`config.mk`:
```
export PLATFORM = sky130hd
export DESIGN_NAME = pipe_ctrl
export DESIGN_NICKNAME = d
export VERILOG_FILES = /design/src/rtl/pipe_ctrl_pkg.sv /design/src/rtl/pipe_ctrl_decode.sv /design/src/rtl/pipe_ctrl.sv
export SDC_FILE = /design/constraint.sdc
export NUM_CORES = 1
export LEC_CHECK = 0
export ABC_AREA = 1
export CAP_MARGIN = 15
export CORE_UTILIZATION = 35
export DETAILED_ROUTE_END_ITERATION = 8
export PLACE_DENSITY = 0.63
export SYNTH_ARGS = -nofsm -noshare
export SYNTH_HDL_FRONTEND = slang
export SYNTH_HIERARCHICAL = 1
export SYNTH_SLANG_ARGS = --single-unit
```
`constraint.sdc`:
```
create_clock -name clk -period 1.5 [get_ports clk]
set_clock_uncertainty 0.05 [all_clocks]
set_input_delay 0.15 -clock clk [delete_from_list [all_inputs] [get_ports clk]]
set_output_delay 0.15 -clock clk [all_outputs]
set_load 0.03 [all_outputs]
```
`src/rtl/pipe_ctrl_pkg.sv`:
```
// rtl/pipe_ctrl_pkg.sv - shared types and decode helpers for the pipelined RV32I controller
//
// Purpose : opcode constants, control-field encodings and the E-stage control
//           bundle carried through the pipe_ctrl stage registers.
// Ports   : none (package).
// Config  : PIPE_CTRL_FWD_EN is consumed by pipe_ctrl, not by this package.
package pipe_ctrl_pkg;

  localparam logic [6:0] OP_LW  = 7'b0000011;
  localparam logic [6:0] OP_SW  = 7'b0100011;
  localparam logic [6:0] OP_R   = 7'b0110011;
  localparam logic [6:0] OP_I   = 7'b0010011;
  localparam logic [6:0] OP_BEQ = 7'b1100011;
  localparam logic [6:0] OP_JAL = 7'b1101111;

  typedef enum logic [2:0] {
    ALU_ADD = 3'b000,
    ALU_SUB = 3'b001,
    ALU_AND = 3'b010,
    ALU_OR  = 3'b011,
    ALU_SLT = 3'b101
  } alu_ctrl_e;

  typedef enum logic [1:0] {
    IMM_I = 2'b00,
    IMM_S = 2'b01,
    IMM_B = 2'b10,
    IMM_J = 2'b11
  } imm_src_e;

  typedef enum logic [1:0] {
    RES_ALU = 2'b00,
    RES_MEM = 2'b01,
    RES_PC4 = 2'b10
  } result_src_e;

  typedef enum logic [1:0] {
    PC_PLUS4  = 2'b00,
    PC_TARGET = 2'b01
  } pcsrc_e;

  typedef struct packed {
    logic        reg_write;
    result_src_e result_src;
    logic        mem_write;
    logic        jump;
    logic        branch;
    alu_ctrl_e   alu_ctrl;
    logic        alu_src;
  } ctrl_t;

  localparam ctrl_t CTRL_NOP = '0;

  // sub only exists for R-type; callers pass sub=0 for I-ALU so "subi" reads as addi.
  function automatic alu_ctrl_e alu_decode(input logic [2:0] funct3, input logic sub);
    case (funct3)
      3'b000:  return sub ? ALU_SUB : ALU_ADD;
      3'b111:  return ALU_AND;
      3'b110:  return ALU_OR;
      3'b010:  return ALU_SLT;
      default: return ALU_ADD;
    endcase
  endfunction

endpackage

```
`src/rtl/pipe_ctrl_decode.sv`:
```
// rtl/pipe_ctrl_decode.sv - combinational main decoder for the D stage
//
// Purpose : maps opcode/funct3/funct7[5] to control fields and immediate format.
//           Unknown opcodes decode as a NOP (no writes, no control transfer).
// Ports   : opcode_i, funct3_i, funct7b5_i   instruction fields
//           reg_write_o, result_src_o, mem_write_o, jump_o, branch_o,
//           alu_ctrl_o, alu_src_o, imm_src_o  decoded control
module ctrl_decode
  import pipe_ctrl_pkg::*;
(
  input  logic [6:0] opcode_i,
  input  logic [2:0] funct3_i,
  input  logic       funct7b5_i,
  output logic       reg_write_o,
  output logic [1:0] result_src_o,
  output logic       mem_write_o,
  output logic       jump_o,
  output logic       branch_o,
  output logic [2:0] alu_ctrl_o,
  output logic       alu_src_o,
  output logic [1:0] imm_src_o
);

  always_comb begin
    reg_write_o  = 1'b0;
    result_src_o = RES_ALU;
    mem_write_o  = 1'b0;
    jump_o       = 1'b0;
    branch_o     = 1'b0;
    alu_ctrl_o   = ALU_ADD;
    alu_src_o    = 1'b0;
    imm_src_o    = IMM_I;
    case (opcode_i)
      OP_LW: begin
        reg_write_o  = 1'b1;
        result_src_o = RES_MEM;
        alu_src_o    = 1'b1;
      end
      OP_SW: begin
        mem_write_o = 1'b1;
        alu_src_o   = 1'b1;
        imm_src_o   = IMM_S;
      end
      OP_R: begin
        reg_write_o = 1'b1;
        alu_ctrl_o  = alu_decode(funct3_i, funct7b5_i);
      end
      OP_I: begin
        reg_write_o = 1'b1;
        alu_src_o   = 1'b1;
        alu_ctrl_o  = alu_decode(funct3_i, 1'b0);
      end
      OP_BEQ: begin
        branch_o   = 1'b1;
        alu_ctrl_o = ALU_SUB;
        imm_src_o  = IMM_B;
      end
      OP_JAL: begin
        jump_o       = 1'b1;
        reg_write_o  = 1'b1;
        result_src_o = RES_PC4;
        imm_src_o    = IMM_J;
      end
      default: ;
    endcase
  end

endmodule

```
`src/rtl/pipe_ctrl.sv`:
```
// rtl/pipe_ctrl.sv - 5-stage RV32I pipeline controller with hazard unit
//
// Purpose : decodes instrD, carries control D->E->M->W, and produces stall,
//           flush and forwarding selects for the datapath.
// Ports   : clk, reset (async, active-low)
//           instrD, zeroE                      inputs from the datapath
//           imm_srcD, alu_srcE, alu_controlE, pcsrcE,
//           mem_writeM, reg_writeW, result_srcW datapath control
//           stallF, stallD, flushD, flushE     hazard control
//           forwardAE, forwardBE               operand forwarding selects
// Config  : PIPE_CTRL_FWD_EN defined   -> M/W forwarding to E operands.
//           PIPE_CTRL_FWD_EN undefined -> no forwarding; any RAW on an
//           in-flight writer (E, M or W) stalls D.
module pipe_ctrl
  import pipe_ctrl_pkg::*;
#(
  parameter int RA_W = 5
) (
  input  logic        clk,
  input  logic        reset,
  input  logic [31:0] instrD,
  input  logic        zeroE,
  output logic [1:0]  imm_srcD,
  output logic        alu_srcE,
  output logic [2:0]  alu_controlE,
  output logic [1:0]  pcsrcE,
  output logic        mem_writeM,
  output logic        reg_writeW,
  output logic [1:0]  result_srcW,
  output logic        stallF,
  output logic        stallD,
  output logic        flushD,
  output logic        flushE,
  output logic [1:0]  forwardAE,
  output logic [1:0]  forwardBE
);

  logic [RA_W-1:0] rs1D, rs2D, rdD;
  assign rs1D = instrD[15 +: RA_W];
  assign rs2D = instrD[20 +: RA_W];
  assign rdD  = instrD[7 +: RA_W];

  logic unused_instr_bits;
  assign unused_instr_bits = ^{instrD[31], instrD[29:25]};

  logic       dec_reg_write, dec_mem_write, dec_jump, dec_branch, dec_alu_src;
  logic [1:0] dec_result_src;
  logic [2:0] dec_alu_ctrl;

  ctrl_decode u_decode (
    .opcode_i     (instrD[6:0]),
    .funct3_i     (instrD[14:12]),
    .funct7b5_i   (instrD[30]),
    .reg_write_o  (dec_reg_write),
    .result_src_o (dec_result_src),
    .mem_write_o  (dec_mem_write),
    .jump_o       (dec_jump),
    .branch_o     (dec_branch),
    .alu_ctrl_o   (dec_alu_ctrl),
    .alu_src_o    (dec_alu_src),
    .imm_src_o    (imm_srcD)
  );

  ctrl_t ctrlD;
  always_comb begin
    ctrlD            = CTRL_NOP;
    ctrlD.reg_write  = dec_reg_write;
    ctrlD.result_src = result_src_e'(dec_result_src);
    ctrlD.mem_write  = dec_mem_write;
    ctrlD.jump       = dec_jump;
    ctrlD.branch     = dec_branch;
    ctrlD.alu_ctrl   = alu_ctrl_e'(dec_alu_ctrl);
    ctrlD.alu_src    = dec_alu_src;
  end

  // Stage registers
  ctrl_t           ctrlE_q, ctrlE_d;
  logic [RA_W-1:0] rdE_q, rdE_d;
  logic            reg_writeM_q, mem_writeM_q;
  result_src_e     result_srcM_q;
  logic [RA_W-1:0] rdM_q;
  logic            reg_writeW_q;
  result_src_e     result_srcW_q;
  logic [RA_W-1:0] rdW_q;

  logic taken;
  logic load_use;
  logic raw_stall;
  logic hazard_stall;

  // A bubble is a fully cleared E entry, including rdE, so it can neither
  // write nor match anything downstream.
  always_comb begin
    ctrlE_d = flushE ? CTRL_NOP : ctrlD;
    rdE_d   = flushE ? '0 : rdD;
  end

  always_ff @(posedge clk or negedge reset) begin
    if (!reset) begin
      ctrlE_q       <= CTRL_NOP;
      rdE_q         <= '0;
      reg_writeM_q  <= 1'b0;
      mem_writeM_q  <= 1'b0;
      result_srcM_q <= RES_ALU;
      rdM_q         <= '0;
      reg_writeW_q  <= 1'b0;
      result_srcW_q <= RES_ALU;
      rdW_q         <= '0;
    end else begin
      ctrlE_q       <= ctrlE_d;
      rdE_q         <= rdE_d;
      reg_writeM_q  <= ctrlE_q.reg_write;
      mem_writeM_q  <= ctrlE_q.mem_write;
      result_srcM_q <= ctrlE_q.result_src;
      rdM_q         <= rdE_q;
      reg_writeW_q  <= reg_writeM_q;
      result_srcW_q <= result_srcM_q;
      rdW_q         <= rdM_q;
    end
  end

  assign alu_srcE     = ctrlE_q.alu_src;
  assign alu_controlE = ctrlE_q.alu_ctrl;
  assign mem_writeM   = mem_writeM_q;
  assign reg_writeW   = reg_writeW_q;
  assign result_srcW  = result_srcW_q;

  assign taken  = ctrlE_q.jump | (ctrlE_q.branch & zeroE);
  assign pcsrcE = taken ? PC_TARGET : PC_PLUS4;

  // Raw rs fields are compared for every format; a spurious stall on an
  // I/J-type garbage field only costs a cycle.
  assign load_use = (ctrlE_q.result_src == RES_MEM) && (rdE_q != '0) &&
                    ((rdE_q == rs1D) || (rdE_q == rs2D));

`ifdef PIPE_CTRL_FWD_EN
  logic [RA_W-1:0] rs1E_q, rs2E_q;

  always_ff @(posedge clk or negedge reset) begin
    if (!reset) begin
      rs1E_q <= '0;
      rs2E_q <= '0;
    end else begin
      rs1E_q <= flushE ? '0 : rs1D;
      rs2E_q <= flushE ? '0 : rs2D;
    end
  end

  // M is the younger producer, so it wins over W.
  function automatic logic [1:0] fwd_sel(input logic [RA_W-1:0] rs,
                                         input logic rw_m, input logic [RA_W-1:0] rd_m,
                                         input logic rw_w, input logic [RA_W-1:0] rd_w);
    if (rw_m && (rd_m != '0) && (rd_m == rs)) return 2'b10;
    if (rw_w && (rd_w != '0) && (rd_w == rs)) return 2'b01;
    return 2'b00;
  endfunction

  assign forwardAE = fwd_sel(rs1E_q, reg_writeM_q, rdM_q, reg_writeW_q, rdW_q);
  assign forwardBE = fwd_sel(rs2E_q, reg_writeM_q, rdM_q, reg_writeW_q, rdW_q);
  assign raw_stall = 1'b0;
`else
  // Without forwarding the register file is the only source, and it is not
  // write-through, so a writer still sitting in W must also hold D.
  function automatic logic raw_hit(input logic [RA_W-1:0] rs);
    if (rs == '0) return 1'b0;
    return (ctrlE_q.reg_write && (rdE_q == rs)) ||
           (reg_writeM_q && (rdM_q == rs)) ||
           (reg_writeW_q && (rdW_q == rs));
  endfunction

  assign forwardAE = 2'b00;
  assign forwardBE = 2'b00;
  assign raw_stall = raw_hit(rs1D) | raw_hit(rs2D);
`endif

  // A taken transfer makes the D instruction wrong-path, so flush overrides stall.
  assign hazard_stall = load_use | raw_stall;
  assign stallF       = hazard_stall & ~taken;
  assign stallD       = hazard_stall & ~taken;
  assign flushD       = taken;
  assign flushE       = taken | hazard_stall;

endmodule
```
==> out/qor.csv <==
metric;value;unit
status;finished, violations left;
violations;negative setup slack;
min_path_type;in2async;
crit_start;rdE_q[3];
synth_compound_area_share;2.714;%
cp_data_required_time;1.30;ns
initial_utilization;36.34;%
slew_viol_final;0;
cts_tree;built;
first_iter_violations;110;
async_flop_share;100.0;%
cts_buffer_depth;2;
timing.final.crit_period;1.876;ns
dieArea;0.005564;sq mm
clock.fmax;533.1;MHz
power_leakage;1.547;nW
grt_use_total;16.97;%
hold_ws;0.1802;ns
die_w;74.59;microns
cts.sinks;32;
clock_latency;0.28;ns
n_antenna_cell;0;
synth_ff_type;dfrtp_1;
path_common_cell;nand3_2;
synth_edf_count;0;
ys_seq_area_share;43.42;%
clock_tree.root_cell;clkbuf_8;
critical_path.top_delay_family;simple AND/OR/NAND/NOR gates;
postCtsHoldBufs;0;
final.setup.worst_slack;-0.3758;ns
cp_cell_sequence;xor2_1, nor2_2, nand3_1, nand2_1, nand3_2, nand3_2, nand2_2, inv_2, buf_6;
final_cells;391;
gp_congestion;0.9284;
antenna_found_initial;0;
ant_nets;0;
nets;355;
yosys_warnings;6;
synth_area;0.001844;sq mm
peakVddDrop;0.3633;mV
synth.avg_cell_area;7.290;sq um
fill_cells;508;
yosys.area_share.simple;33.92;%
critPathMaxStageDelay;0.43;ns
cp_max_fo;4;
synthXorXnorAreaFrac;4.274;%
portBuffers;43;
drive_gt1_share;26.48;%
htree_levels;2;
rsz0062_at_grt;yes;
synthAdderAreaFrac;0;%
grt_overflow;0;
vias;1665;
routedWlPerCell;10.74;microns
dp_hpwl;3160;microns
pin_count;55;
hold_viol;0;
area_growth;46.00;%
core-area;0.005075;sq mm
avgViaCountPerCell;4.258;
placed_cells;376;
synthCells;253;
worstPathArrival;1.68;ns
die_h;74.59;microns
power.density;778.7;mW/mm^2
finalCritPeriodShare;125.1;%
rows;26;
numCtsBuffers;5;
drt_pre_antenna_iters;4;
grt_max_degree;33;
drc;0;
worstSetupPathType;reg2out;
synthDistinctLibCells;22;
setup-tns-final;-2.613;ns
pre_cts_ws;-0.5082;ns
yosys_register_bits;32;
timing.rr.start;rdE_q[3];
grt_pass1_wl;6893;microns
clk_pin_slew;0.07;ns
crit_path_start_kind;flip-flop;
muxShareOfSynthArea;0;%
synth_top_family_by_area;simple AND/OR/NAND/NOR gates;
cap_violations;0;
routed_wirelength;4198;microns
crit_buf_inv;2;
cp-end-kind;output pin;
setup_viol;18;
crit_slowest_cell;dfrtp_1;
grt_pass1_vias;1606;
-- area by class of cell --
class,instances,area (sq um),share of cell area (%)
Clock inverter,3,42.54,1.580
Sequential cell,32,802.0,29.79
Multi-Input combinational cell,162,839.6,31.18
Inverter,51,191.4,7.110
Clock buffer,5,68.82,2.556
Tap cell,70,87.58,3.253
Timing Repair Buffer,68,660.6,24.54
-- state kept, by name, summed over array words and instances (netlist names) --
| signal | cells |
|---|---|
| result_srcW | 2 |
| mem_writeM | 1 |
| alu_srcE | 1 |
| rdW_q | 5 |
| reg_writeM_q | 1 |
| ctrlE_q | 6 |
| rdE_q | 5 |
| result_srcM_q | 2 |
| reg_writeW | 1 |
| rdM_q | 5 |
| alu_controlE | 3 |
-- cell usage in the layout (no fill, tap or decap) --
master           count
buf_6               10
bufinv_16            1
nand3_1             10
dfrtp_2              1
clkdlybuf4s50_1     20
xnor2_1              2
nand3_2              3
inv_1               41
nor2_4               6
nor4_1               1
dlygate4sd2_1        8
buf_4               21
clkinv_2             1
clkinvlp_4           1
o21ai_1              3
dlymetal6s2s_1       8
xor2_1               7
buf_12               1
nor2_2              14
dfrtp_1             31
nand2_1             64
o21ai_2              1
nand4_1              5
conb_1               5
clkbuf_8             5
inv_2               10
nand2_2              7
nor3_1               1
nor2_1              26
nand4_4              1
a21oi_1              2
o21ai_0              2
a21oi_2              2
-- metrics by stage --
step	area [sq um]	total power [mW]	utilization, %
6_report	2693	2.097	53.06
4_1_cts	2614	2.111	51.50
2_1_floorplan	1871	1.101	-
3_5_place_dp	2421	1.274	47.71
5_1_grt	2693	2.196	53.06
3_3_place_gp	2421	1.273	47.71
-- cell families (layout without fill, tap and decap cells) --
kind of cell,after synthesis,in the layout
XOR/XNOR,9,9
AND/OR/NAND/NOR,138,138
flip-flops,32,32
buffers and inverters,63,127
AO/OA/AOI/OAI,10,10
other,1,5
-- synth_stat cells, drive strengths merged (2+ instances only) --
master / instances / share of area (%)
a21oi: 4 / 1.1
dfrtp: 32 / 43
nand3: 13 / 4.1
nor2: 46 / 11
xor2: 7 / 3.3
nand2: 71 / 15
inv: 51 / 10
xnor2: 2 / 0.95
nand4: 6 / 2.8
buf: 12 / 5.1
o21ai: 6 / 1.6
-- per-layer routing --
| metal | vias to the layer above | wire length, microns | GRT usage, % |
|---|---|---|---|
| li1 | 866 | - | - |
| met1 | 740 | 1690 | 18.42 |
| met2 | 50 | 2142 | 29.73 |
| met3 | 9 | 277 | 4.472 |
| met4 | 0 | 87 | 9.853 |
| met5 | - | 0 | 0 |
-- worst register-to-register path, stage by stage (launching register included) --
cell and delay (ns):
dfrtp_1 0.43, xor2_1 0.19, nor2_2 0.15, nand4_1 0.12, nand2_1 0.09, nand2_2 0.08, nand4_4 0.11, buf_6 0.14
buf_6 0.13, nor2_1 0.04
-- power by group --
group | switching, mW | leakage (nW) | total, mW | internal [mW]
combinational | 0.191 | 1.08 | 0.363 | 0.172
sequential | 0.0315 | 0.411 | 0.923 | 0.891
clock | 0.320 | 0.0541 | 0.811 | 0.491
-- final timing paths --
| kind | cells after the start | to | slack [ns] |
|---|---|---|---|
| min in group clk | 6 | alu_srcE | 0.29 |
| hold / removal | 2 | rdW_q[3] | 0.18 |
| setup reg to reg | 9 | alu_controlE[0] | -0.12 |
| hold reg to reg | 0 | mem_writeM | 0.30 |
| setup / recovery | 9 | stallD | -0.38 |
| max in group asynchronous | 2 | reg_writeW | 1.04 |
-- repair_timing --
item                                    CTS  global route
endpoints found under the setup margin   20            25
gates resized for setup                  28            26
pin swaps                                 9            18
setup buffers                             4             3
Note: power is estimated with default switching activity, not from simulation.
